`src/rtl/prga_decrypt.sv`:
```
// RC4 PRGA / decryption stage.
// Reads a length-prefixed ciphertext from CT RAM. For every byte it performs
// one PRGA step on the S RAM, swapping S[i] and S[j] in place. It writes the
// length-prefixed plaintext to PT RAM.
// Optional build macro: PRGA_ASCII_CHECK_EN. When it is defined, pt_valid
// tracks whether every plaintext byte of the last run was printable ASCII.
//
// Handshake: the block is idle and accepts a start when rdy=1. A start is a
// cycle in which rdy=1 and en=1. rdy drops on the following cycle and rises
// again when the run ends. en is ignored while rdy=0.
//
// All outputs are registered and computed together with the next state.
// The S, CT and PT RAMs return read data one cycle after the address.
// Each PT write cycle also presents the next byte's S[i+1] and CT[k+1] reads.
// Overlapping these steps gives 8 cycles per message byte and 4+8L cycles
// per run.
module prga_decrypt #(
  parameter int DATA_W = 8,
  parameter int ADDR_W = 8
) (
  input  logic              clk,
  input  logic              rst,
  input  logic              en,
  output logic              rdy,
  output logic [ADDR_W-1:0] s_addr,
  input  logic [DATA_W-1:0] s_rddata,
  output logic [DATA_W-1:0] s_wrdata,
  output logic              s_wren,
  output logic [ADDR_W-1:0] ct_addr,
  input  logic [DATA_W-1:0] ct_rddata,
  output logic [ADDR_W-1:0] pt_addr,
  output logic [DATA_W-1:0] pt_wrdata,
  output logic              pt_wren,
  output logic              pt_valid
);

  typedef enum logic [3:0] {
    ST_IDLE,
    ST_LEN_RD,
    ST_LEN_WAIT,
    ST_LEN_WR,
    ST_WAIT_SI,
    ST_RD_SJ,
    ST_WAIT_SJ,
    ST_WR_SI,
    ST_WR_SJ,
    ST_RD_PAD,
    ST_WAIT_PAD,
    ST_WR_PT,
    ST_DONE
  } state_t;

  localparam logic [ADDR_W-1:0] ONE_A = ADDR_W'(1);

  state_t              state_q, state_d;
  logic [ADDR_W-1:0]   i_q, i_d;
  logic [ADDR_W-1:0]   j_q, j_d;
  logic [ADDR_W-1:0]   k_q, k_d;
  logic [DATA_W-1:0]   len_q, len_d;
  logic [DATA_W-1:0]   si_q, si_d;
  logic [DATA_W-1:0]   sj_q, sj_d;
  logic [DATA_W-1:0]   ctb_q, ctb_d;
  logic                rdy_q, rdy_d;
  logic [ADDR_W-1:0]   s_addr_q, s_addr_d;
  logic [DATA_W-1:0]   s_wrdata_q, s_wrdata_d;
  logic                s_wren_q, s_wren_d;
  logic [ADDR_W-1:0]   ct_addr_q, ct_addr_d;
  logic [ADDR_W-1:0]   pt_addr_q, pt_addr_d;
  logic [DATA_W-1:0]   pt_wrdata_q, pt_wrdata_d;
  logic                pt_wren_q, pt_wren_d;
  logic [DATA_W-1:0]   pt_byte;

  // In WAIT_PAD, s_rddata is the keystream pad byte S[si+sj].
  assign pt_byte = s_rddata ^ ctb_q;

`ifdef PRGA_ASCII_CHECK_EN
  logic pt_valid_q, pt_valid_d;
  logic pt_byte_bad;
  assign pt_byte_bad = (pt_byte < 8'h20) || (pt_byte > 8'h7E);
`endif

  // Next-state, datapath and registered-output computation.
  always_comb begin
    state_d     = state_q;
    i_d         = i_q;
    j_d         = j_q;
    k_d         = k_q;
    len_d       = len_q;
    si_d        = si_q;
    sj_d        = sj_q;
    ctb_d       = ctb_q;
    rdy_d       = rdy_q;
    s_addr_d    = s_addr_q;
    s_wrdata_d  = s_wrdata_q;
    s_wren_d    = 1'b0;
    ct_addr_d   = ct_addr_q;
    pt_addr_d   = pt_addr_q;
    pt_wrdata_d = pt_wrdata_q;
    pt_wren_d   = 1'b0;
`ifdef PRGA_ASCII_CHECK_EN
    pt_valid_d  = pt_valid_q;
`endif
    case (state_q)
      ST_IDLE: begin
        if (en) begin
          state_d   = ST_LEN_RD;
          rdy_d     = 1'b0;
          i_d       = '0;
          j_d       = '0;
          k_d       = '0;
          ct_addr_d = '0;
`ifdef PRGA_ASCII_CHECK_EN
          pt_valid_d = 1'b1;
`endif
        end
      end
      ST_LEN_RD: begin
        state_d = ST_LEN_WAIT;
      end
      ST_LEN_WAIT: begin
        // The length byte is copied to PT[0]. The first byte's S[i+1] and
        // CT[1] reads are issued now in case the length is nonzero.
        len_d       = ct_rddata;
        pt_addr_d   = '0;
        pt_wrdata_d = ct_rddata;
        pt_wren_d   = 1'b1;
        k_d         = ONE_A;
        s_addr_d    = i_q + ONE_A;
        ct_addr_d   = ONE_A;
        state_d     = ST_LEN_WR;
      end
      ST_LEN_WR: begin
        if (len_q == '0) begin
          state_d = ST_DONE;
        end else begin
          i_d     = i_q + ONE_A;
          state_d = ST_WAIT_SI;
        end
      end
      ST_WAIT_SI: begin
        si_d     = s_rddata;
        ctb_d    = ct_rddata;
        j_d      = j_q + s_rddata;
        s_addr_d = j_q + s_rddata;
        state_d  = ST_RD_SJ;
      end
      ST_RD_SJ: begin
        state_d = ST_WAIT_SJ;
      end
      ST_WAIT_SJ: begin
        sj_d       = s_rddata;
        s_addr_d   = i_q;
        s_wrdata_d = s_rddata;
        s_wren_d   = 1'b1;
        state_d    = ST_WR_SI;
      end
      ST_WR_SI: begin
        s_addr_d   = j_q;
        s_wrdata_d = si_q;
        s_wren_d   = 1'b1;
        state_d    = ST_WR_SJ;
      end
      ST_WR_SJ: begin
        s_addr_d = si_q + sj_q;
        state_d  = ST_RD_PAD;
      end
      ST_RD_PAD: begin
        state_d = ST_WAIT_PAD;
      end
      ST_WAIT_PAD: begin
        // The plaintext write and the next byte's reads go out together.
        // If this is the last byte, those reads are harmless.
        pt_addr_d   = k_q;
        pt_wrdata_d = pt_byte;
        pt_wren_d   = 1'b1;
        s_addr_d    = i_q + ONE_A;
        ct_addr_d   = k_q + ONE_A;
`ifdef PRGA_ASCII_CHECK_EN
        if (pt_byte_bad) pt_valid_d = 1'b0;
`endif
        state_d     = ST_WR_PT;
      end
      ST_WR_PT: begin
        // k is compared with len before the increment, so len=255 ends
        // without k wrapping.
        if (k_q == len_q) begin
          state_d = ST_DONE;
        end else begin
          k_d     = k_q + ONE_A;
          i_d     = i_q + ONE_A;
          state_d = ST_WAIT_SI;
        end
      end
      ST_DONE: begin
        rdy_d   = 1'b1;
        state_d = ST_IDLE;
      end
      default: begin
        rdy_d   = 1'b1;
        state_d = ST_IDLE;
      end
    endcase
  end

  // State and output registers. Reset abandons any run immediately.
  always_ff @(posedge clk or posedge rst) begin
    if (rst) begin
      state_q     <= ST_IDLE;
      i_q         <= '0;
      j_q         <= '0;
      k_q         <= '0;
      len_q       <= '0;
      si_q        <= '0;
      sj_q        <= '0;
      ctb_q       <= '0;
      rdy_q       <= 1'b1;
      s_addr_q    <= '0;
      s_wrdata_q  <= '0;
      s_wren_q    <= 1'b0;
      ct_addr_q   <= '0;
      pt_addr_q   <= '0;
      pt_wrdata_q <= '0;
      pt_wren_q   <= 1'b0;
    end else begin
      state_q     <= state_d;
      i_q         <= i_d;
      j_q         <= j_d;
      k_q         <= k_d;
      len_q       <= len_d;
      si_q        <= si_d;
      sj_q        <= sj_d;
      ctb_q       <= ctb_d;
      rdy_q       <= rdy_d;
      s_addr_q    <= s_addr_d;
      s_wrdata_q  <= s_wrdata_d;
      s_wren_q    <= s_wren_d;
      ct_addr_q   <= ct_addr_d;
      pt_addr_q   <= pt_addr_d;
      pt_wrdata_q <= pt_wrdata_d;
      pt_wren_q   <= pt_wren_d;
    end
  end

`ifdef PRGA_ASCII_CHECK_EN
  // Printable-plaintext flag. It is set at run start and cleared by any
  // non-printable output byte.
  always_ff @(posedge clk or posedge rst) begin
    if (rst) pt_valid_q <= 1'b1;
    else     pt_valid_q <= pt_valid_d;
  end
  assign pt_valid = pt_valid_q;
`else
  assign pt_valid = 1'b1;
`endif

  assign rdy       = rdy_q;
  assign s_addr    = s_addr_q;
  assign s_wrdata  = s_wrdata_q;
  assign s_wren    = s_wren_q;
  assign ct_addr   = ct_addr_q;
  assign pt_addr   = pt_addr_q;
  assign pt_wrdata = pt_wrdata_q;
  assign pt_wren   = pt_wren_q;

endmodule

```
`config.mk`:
```
export PLATFORM = sky130hd
export DESIGN_NAME = prga_decrypt
export DESIGN_NICKNAME = d
export VERILOG_FILES = /design/src/rtl/prga_decrypt.sv
export SDC_FILE = /design/constraint.sdc
export NUM_CORES = 1
export LEC_CHECK = 0
export CAP_MARGIN = 5
export CORE_MARGIN = 2
export CORE_UTILIZATION = 55
export DETAILED_ROUTE_END_ITERATION = 10
export PLACE_DENSITY = 0.79
export SYNTH_ARGS = -nofsm -noshare
export SYNTH_HDL_FRONTEND = slang
export SYNTH_SLANG_ARGS = --single-unit
```
`constraint.sdc`:
```
create_clock -name clk -period 8.19 [get_ports clk]
set_input_delay 2.457 -clock clk [delete_from_list [all_inputs] [get_ports clk]]
set_output_delay 2.457 -clock clk [all_outputs]
set_load 0.02 [all_outputs]
```
==> results of run 1 <==
per-stage QoR:
step	setup WS (ps)	util [%]
after global routing	3483	65.53
after floorplan	3031	-
after detailed placement	3230	63.20
after global placement	3321	63.20
after CTS	3616	65.50
final	3618	65.53
state kept, by name, indices dropped and copies added (netlist names), 8 cells and up:
signal / cells
ctb_q: 8
ct_addr: 8
pt_wrdata: 8
i_q: 8
j_q: 8
len_q: 8
s_wrdata: 8
sj_q: 8
pt_addr: 8
s_addr: 8
k_q: 8
si_q: 8
worst min-delay path: stages (launching register included):
cell	delay [ps]
dfrtp_1	350
nand2_1	40
o21ai_0	60
worst paths after layout:
path / startpoint / endpoint / slack, ps / cells after the start
setup / recovery: s_rddata[0] / s_addr[6] / 3620 / 10
hold / removal: ct_addr[3] / ct_addr[3] / 480 / 2
setup reg to reg: state_q[2] / s_addr[6] / 5650 / 7
hold reg to reg: ct_addr[3] / ct_addr[3] / 480 / 2
max in group asynchronous: rst / state_q[2] / 4510 / 3
min in group asynchronous: rst / j_q[2] / 2420 / 2
layout by cell type (no fill, tap or decap), types with 4 or more instances in the layout:
master           instances
a21o_1                   5
a21oi_1                 17
a22o_1                  15
a22oi_1                  8
a31oi_1                  5
and3_1                   6
buf_4                    4
clkbuf_8                10
clkdlybuf4s50_1         61
dfrtp_1                102
ha_1                    16
inv_1                   11
mux2_2                  11
mux2i_1                 10
nand2_1                132
nand2b_1                 4
nand3_1                 21
nor2_1                  22
nor2b_1                  7
nor3_1                   5
o211ai_1                 4
o21a_1                   5
o21ai_0                 33
o22ai_1                  6
xnor2_1                 10
xor2_1                  24
cell type report:
class | count | area (sq um) | share of cell area, %
clock buffer | 11 | 141.4 | 2.228
clock inverter | 5 | 81.33 | 1.282
inverter | 13 | 51.30 | 0.8084
multi-input combinational | 418 | 2686 | 42.33
sequential | 103 | 2579 | 40.63
tap | 133 | 166.4 | 2.622
timing repair buffer | 65 | 640.6 | 10.09
where the power goes:
| part | internal [mW] | switching [mW] |
|---|---|---|
| logic | 0.516 | 0.691 |
| clock network | 0.181 | 0.177 |
| registers | 0.693 | 0.178 |
metal layers:
layer / share of wire [%] / up-vias / wire (microns) / global-route usage (%)
met5: 0 / - / 0 / 0
met1: 41 / 2081 / 5552 / 33.46
met3: 6.8 / 40 / 919 / 5.160
met4: 4.0 / 0 / 541 / 12.45
met2: 48 / 162 / 6505 / 42.48
li1: - / 2050 / - / -
kinds of logic (layout without fill, tap and decap cells):
logic type,count (synthesis),in the layout
mux,21,21
other cells,1,1
xor+xnor,36,36
fa+ha+maj,18,18
buf+inv,39,94
flops,103,103
simple gates,222,222
compound gates,120,120
==> metrics.md, run 1 <==
| Metric | Value |
|---|---|
| Setup Buffers After CTS | 0 |
| Non-Filler Instances | 748 |
| Critical path class | input pin to flip-flop |
| DRC violations left | 0 |
| ANT cells | 0 |
| RSZ-0062 raised after global routing | no |
| Combinational family with the most area after synthesis | simple AND/OR/NAND/NOR gates |
| CTS Hold Bufs | 0 |
| Area leader, netlist | dfrtp_1 |
| Setup crit end kind | flip-flop |
| Worst-path cell chain | clkdlybuf4s50_1 -> ha_1 -> inv_1 -> fa_1 -> nor2b_1 -> o21a_1 -> o21ai_0 -> a211oi_1 -> nand2_1 -> a22o_1 |
| Core ar. | 9684 sq um |
| Clock root buffer | clkbuf_8 |
| Largest cells by area after synthesis | dfrtp_1, nand2_1, xor2_1 |
| Delay-heaviest family, CP | compound AO/OA/AOI/OAI gates |
| RD Place Congestion | 0.9438 |
| Drt wl/cell | 18.07 microns |
| Clock sinks | 103 |
| Yosys Warn Count | 0 |
| PwrDens | 383.9 nW/um^2 |
| Skew-Pair Late Insertion Delay | 380 ps |
| Post-Route WL | 13520 microns |
| Library cells used by synthesis | 64 |
| Tmin final | 4572 ps |
| Mux contribution to synthesized area | 4.105% |
| Max Clock Skew | 11.36 ps |
| Fillers | 815 |
| Vias | 4333 |
| CTS Buffer Depth | 2 |
| Final Cycle Share | 55.83% |
| # setup viols final | 0 |
| First-pass GRT wire length | 22040 microns |
| Yosys reg bits | 103 |
| Total power | 2.436 mW |
| Layout cells sized above 1 | 8.780% |
| Async set or reset register ratio after synthesis | 100.0% |
| Data required time at the worst endpoint | 8460 ps |
| Area Overhead vs Synth | 16.30% |
| Slew @ Worst Pin | 1166 ps |
| Compound-Gate Fraction of Synth Area | 15.48% |
| CTS tree | built |
| HPWL Detailed | 9721 microns |
| DRT iter0 DRCs | 335 |
| Xor/xnor cell area share of the yosys netlist | 6.054% |
| Slowest stage delay, CP | 610 ps |
| Placed Instances | 732 |
| Total track usage | 26.02% |
| Largest net degree at the start of global routing | 76 |
| Leak Pwr | 2.981 nW |
| Commonest register cell after synthesis | dfrtp_1 |
| TritonCTS buffer count | 9 |
| Clock-pin slew on the worst setup and hold paths | 100 ps |
| Status | completed |
| Critical-path maximum fanout | 5 |
| Critical path launch point type | input pin |
| Row cnt | 36 |
| Worst path bufs/invs | 2 |
| Setup Total Neg Slack | 0 ps |
| Slew headroom | 21.44% |
| Most frequent cell after synthesis | nand2_1 |
| Sequential fraction of the synthesis area | 47.26% |
| DR pass1 iterations | 5 |
| Slowest CP cell | clkdlybuf4s50_1 |
| Total gr overflow | 0 |
| EDFF count, synth | 0 |
| Starting Density | 56.34% |
| Antenna-violating nets left | 0 |
| I/O pins | 63 |
| WP data arrival | 4840 ps |
| Peak VDD IR | 0.0001863 V |
| Synthesized area | 5456 sq um |
| Synth top cells by count | nand2_1, dfrtp_1, o21ai_0, xor2_1, nor2_1 |
| F_max | 218.7 MHz |
| Final instance area | 6346 sq um |
| Number of global-route vias before repair | 4338 |
| Initial antenna violation count | 0 |
| Top cell type's share of synthesized area | 46.78% |
| Syn_area_per_cell | 9.744 sq um |
| Die ar. | 10730 sq um |
| Synth Instances | 560 |
| PortBufs | 61 |
| Endpoints failing hold | 0 |
| Max cap viols | 0 |
| Die span in x | 103.6 microns |
| Hold WS | 482.8 ps |
| H-tree levels | 3 |
| # resized after CTS | 0 |
| Hold crit path type | flip-flop to flip-flop |
| Adder-Cell Fraction of Synth Area | 4.403% |
| Simple-Gate Fraction of Synth Area | 19.08% |
| DP Area | 6121 sq um |
| Via density | 5.793 |
| Die Y | 103.6 microns |
| Post-Syn Nets | 597 |
| Slew Viols, Final | 0 |
| Fin nets | 647 |
Note: power is estimated with default switching activity, not from simulation.
==> run 2: changes to the inputs <==
Settings changed: CORE_UTILIZATION 55 to 51, PLACE_DENSITY 0.79 to 0.77.
Clock period 8.19 ns to 3.9 ns, I/O delays scaled along.
==> run 2 against run 1 <==
Wire length rose by 1.4%; non-clock buffer count is 2 higher; hold slack gained 2.8 ps; highest routed layer unchanged; largest power group unchanged; global-route usage down 0.51 points; clock skew decreased by 2.2 ps; flip-flop and latch count unchanged; die area increased by 7.5%; total power rose by 110%.
==> metrics.md, run 2 (same netlist as run 1, synthesis figures left out) <==
| Metric | Value |
|---|---|
| WP depth | 10 (unchanged) |
| Worst r2r src | state_q[0] (was state_q[2]) |
| DRT iter0 DRCs | 431 (was 335) |
| Die ar. | 11540 sq um (was 10730 sq um) |
| Clock root buffer | clkbuf_8 (unchanged) |
| RSZ-0062 raised after global routing | no (unchanged) |
| PwrDens | 791.4 nW/um^2 (was 383.9 nW/um^2) |
| Worst-path cell chain | clkdlybuf4s50_1 -> ha_1 -> inv_1 -> fa_1 -> nor2b_1 -> o21a_1 -> o21ai_0 -> a211oi_1 -> nand2_1 -> a22o_1 (unchanged) |
| Peak VDD IR | 0.0003974 V (was 0.0001863 V) |
| CP Launch Point | s_rddata[0] (unchanged) |
| Clock power frac | 13.0% (was 14.7%) |
| Switching portion of total power | 44.45% (was 42.97%) |
| CTS Buffer Depth | 2 (unchanged) |
| # setup viols final | 0 (unchanged) |
| First-pass GRT wire length | 22790 microns (was 22040 microns) |
| Slowest CP cell | clkdlybuf4s50_1 (unchanged) |
| Critical path class | input pin to flip-flop (unchanged) |
| I/O pins | 63 (unchanged) |
| Internal power | 2.786 mW (was 1.389 mW) |
| Setup crit end kind | flip-flop (unchanged) |
| Worst R2R End | pt_wrdata[5] (was s_addr[6]) |
| Status | completed (unchanged) |
| ANT cells | 0 (unchanged) |
| Non-Filler Instances | 753 (was 748) |
| Via density | 5.870 (was 5.793) |
| Setup Total Neg Slack | 0 ps (unchanged) |
| Delay-heaviest family, CP | compound AO/OA/AOI/OAI gates (unchanged) |
| Total gr overflow | 0 (unchanged) |
| WP data arrival | 3610 ps (was 4840 ps) |
| Clock sinks | 103 (unchanged) |
| Fin nets | 649 (was 647) |
| Worst path bufs/invs | 2 (unchanged) |
| Slowest stage delay, CP | 580 ps (was 610 ps) |
| Slew Viols, Final | 0 (unchanged) |
| Die span in x | 107.4 microns (was 103.6 microns) |
| Initial antenna violation count | 0 (unchanged) |
| DR pass1 iterations | 5 (unchanged) |
| Leak Pwr | 2.979 nW (was 2.981 nW) |
| Final Cycle Share | 85.49% |
| Tmin final | 3334 ps |
| Critical path launch point type | input pin (unchanged) |
| Slew headroom | 38.60% (was 21.44%) |
| Psw | 2.230 mW (was 1.047 mW) |
| Critical-path maximum fanout | 5 (unchanged) |
| Largest net degree at the start of global routing | 57 (was 76) |
| PortBufs | 61 (unchanged) |
| Combinational Power Share | 50.1% (was 49.6%) |
| Number of global-route vias before repair | 4363 (was 4338) |
| Clock-pin slew on the worst setup and hold paths | 110 ps (was 100 ps) |
| DRC violations left | 0 (unchanged) |
| Data required time at the worst endpoint | 4180 ps (was 8460 ps) |
| Vias | 4420 (was 4333) |
| Starting Density | 52.62% (was 56.34%) |
| Placed Instances | 737 (was 732) |
| Skew-Pair Late Insertion Delay | 370 ps (was 380 ps) |
| Total track usage | 25.52% (was 26.02%) |
| Setup Buffers After CTS | 0 (unchanged) |
| Die Y | 107.4 microns (was 103.6 microns) |
| # resized after CTS | 0 (unchanged) |
| F_max | 299.9 MHz |
| Core ar. | 10370 sq um (was 9684 sq um) |
| Commonest cells after routing, fill and taps aside | nand2_1, dfrtp_1, clkdlybuf4s50_1 (unchanged) |
| Critical Path End | s_addr[6] (unchanged) |
| Layout cells sized above 1 | 9.076% (was 8.780%) |
| Max cap viols | 0 (unchanged) |
| Reg power frac | 37.0% (was 35.8%) |
| RD Place Congestion | 0.9440 (was 0.9438) |
| Antenna-violating nets left | 0 (unchanged) |
| CTS Hold Bufs | 0 (unchanged) |
| Max Clock Skew | 9.172 ps (was 11.36 ps) |
| TritonCTS buffer count | 9 (unchanged) |
| Post-Route WL | 13710 microns (was 13520 microns) |
| Area Overhead vs Synth | 16.17% (was 16.30%) |
| Hold crit path type | flip-flop to flip-flop (unchanged) |
| Flop-to-flop setup slack | 1210 ps (was 5650 ps) |
| Row cnt | 37 (was 36) |
| Fillers | 884 (was 815) |
| H-tree levels | 3 (unchanged) |
| Drt wl/cell | 18.21 microns (was 18.07 microns) |
| CTS tree | built (unchanged) |
| HPWL Detailed | 9966 microns (was 9721 microns) |
| R2r worst-path depth | 7 (unchanged) |
| Slew @ Worst Pin | 911.4 ps (was 1166 ps) |
| Most common cell after layout, fill and taps aside | nand2_1 (unchanged) |
| Endpoints failing hold | 0 (unchanged) |
-- run 2: cell count changes in the layout (fill, tap and decap cells not counted), sizes merged --
cell,change
clkbuf,-2
clkinv,+1
bufinv,-2
inv,+3
buf,+2
-- run 2: area by class of cell --
| class | count | area (sq um) | share of cell area (%) |
|---|---|---|---|
| Inverter | 13 | 51.30 | 0.8093 |
| Multi-Input combinational cell | 418 | 2684 | 42.34 |
| Timing Repair Buffer | 67 | 668.1 | 10.54 |
| Clock inverter | 7 | 62.56 | 0.9870 |
| Clock buffer | 9 | 123.9 | 1.954 |
| Tap cell | 136 | 170.2 | 2.685 |
| Sequential cell | 103 | 2579 | 40.68 |
-- run 2: per-stage QoR --
step	utilization (%)	worst slack [ps]	power (mW)	hold slack (ps)	cell area, sq um
floorplan	-	27.82	3.549	465.2	5456
global placement	59.33	330.0	4.267	463.1	6152
detailed placement	59.33	249.3	4.358	468.9	6152
CTS	61.12	655.5	5.013	492.3	6339
global route	61.12	428.2	5.379	520.2	6339
finish	61.12	565.8	5.016	485.6	6339
-- run 2: power by group through the flow --
stage,clock network (mW),logic (mW),registers [mW]
after floorplan,0,1.68,1.87
after global placement,0,2.42,1.85
after detailed placement,0,2.49,1.87
after CTS,0.663,2.50,1.85
after global routing,0.703,2.76,1.92
final,0.650,2.51,1.86
-- run 2: worst min path at each step --
stage / startpoint / to / slack (ps) / cells past startpoint
2_1_floorplan: ctb_q[0] / ctb_q[0] / 470 / 2
3_3_place_gp: ct_addr[3] / ct_addr[3] / 460 / 2
3_5_place_dp: ct_addr[4] / ct_addr[4] / 470 / 2
4_1_cts: s_wrdata[1] / s_wrdata[1] / 490 / 2
5_1_grt: ct_addr[4] / ct_addr[4] / 520 / 2
6_report: s_wrdata[1] / s_wrdata[1] / 490 / 2
-- run 2: worst register-to-register path: stages, from the launching register on --
cell and delay [ps]:
dfrtp_1 710, buf_4 360, nor2b_1 210, nand2b_1 230, buf_4 280, nor2_1 490, nand2_1 240, nand2_1 110
-- run 2: routing by layer --
metal	track usage, %	vias to the layer above	share of wire, %
li1	-	2043	-
met1	35.33	2158	42
met2	39.47	182	48
met3	4.540	37	6.3
met4	11.26	0	4.1
met5	0	-	0
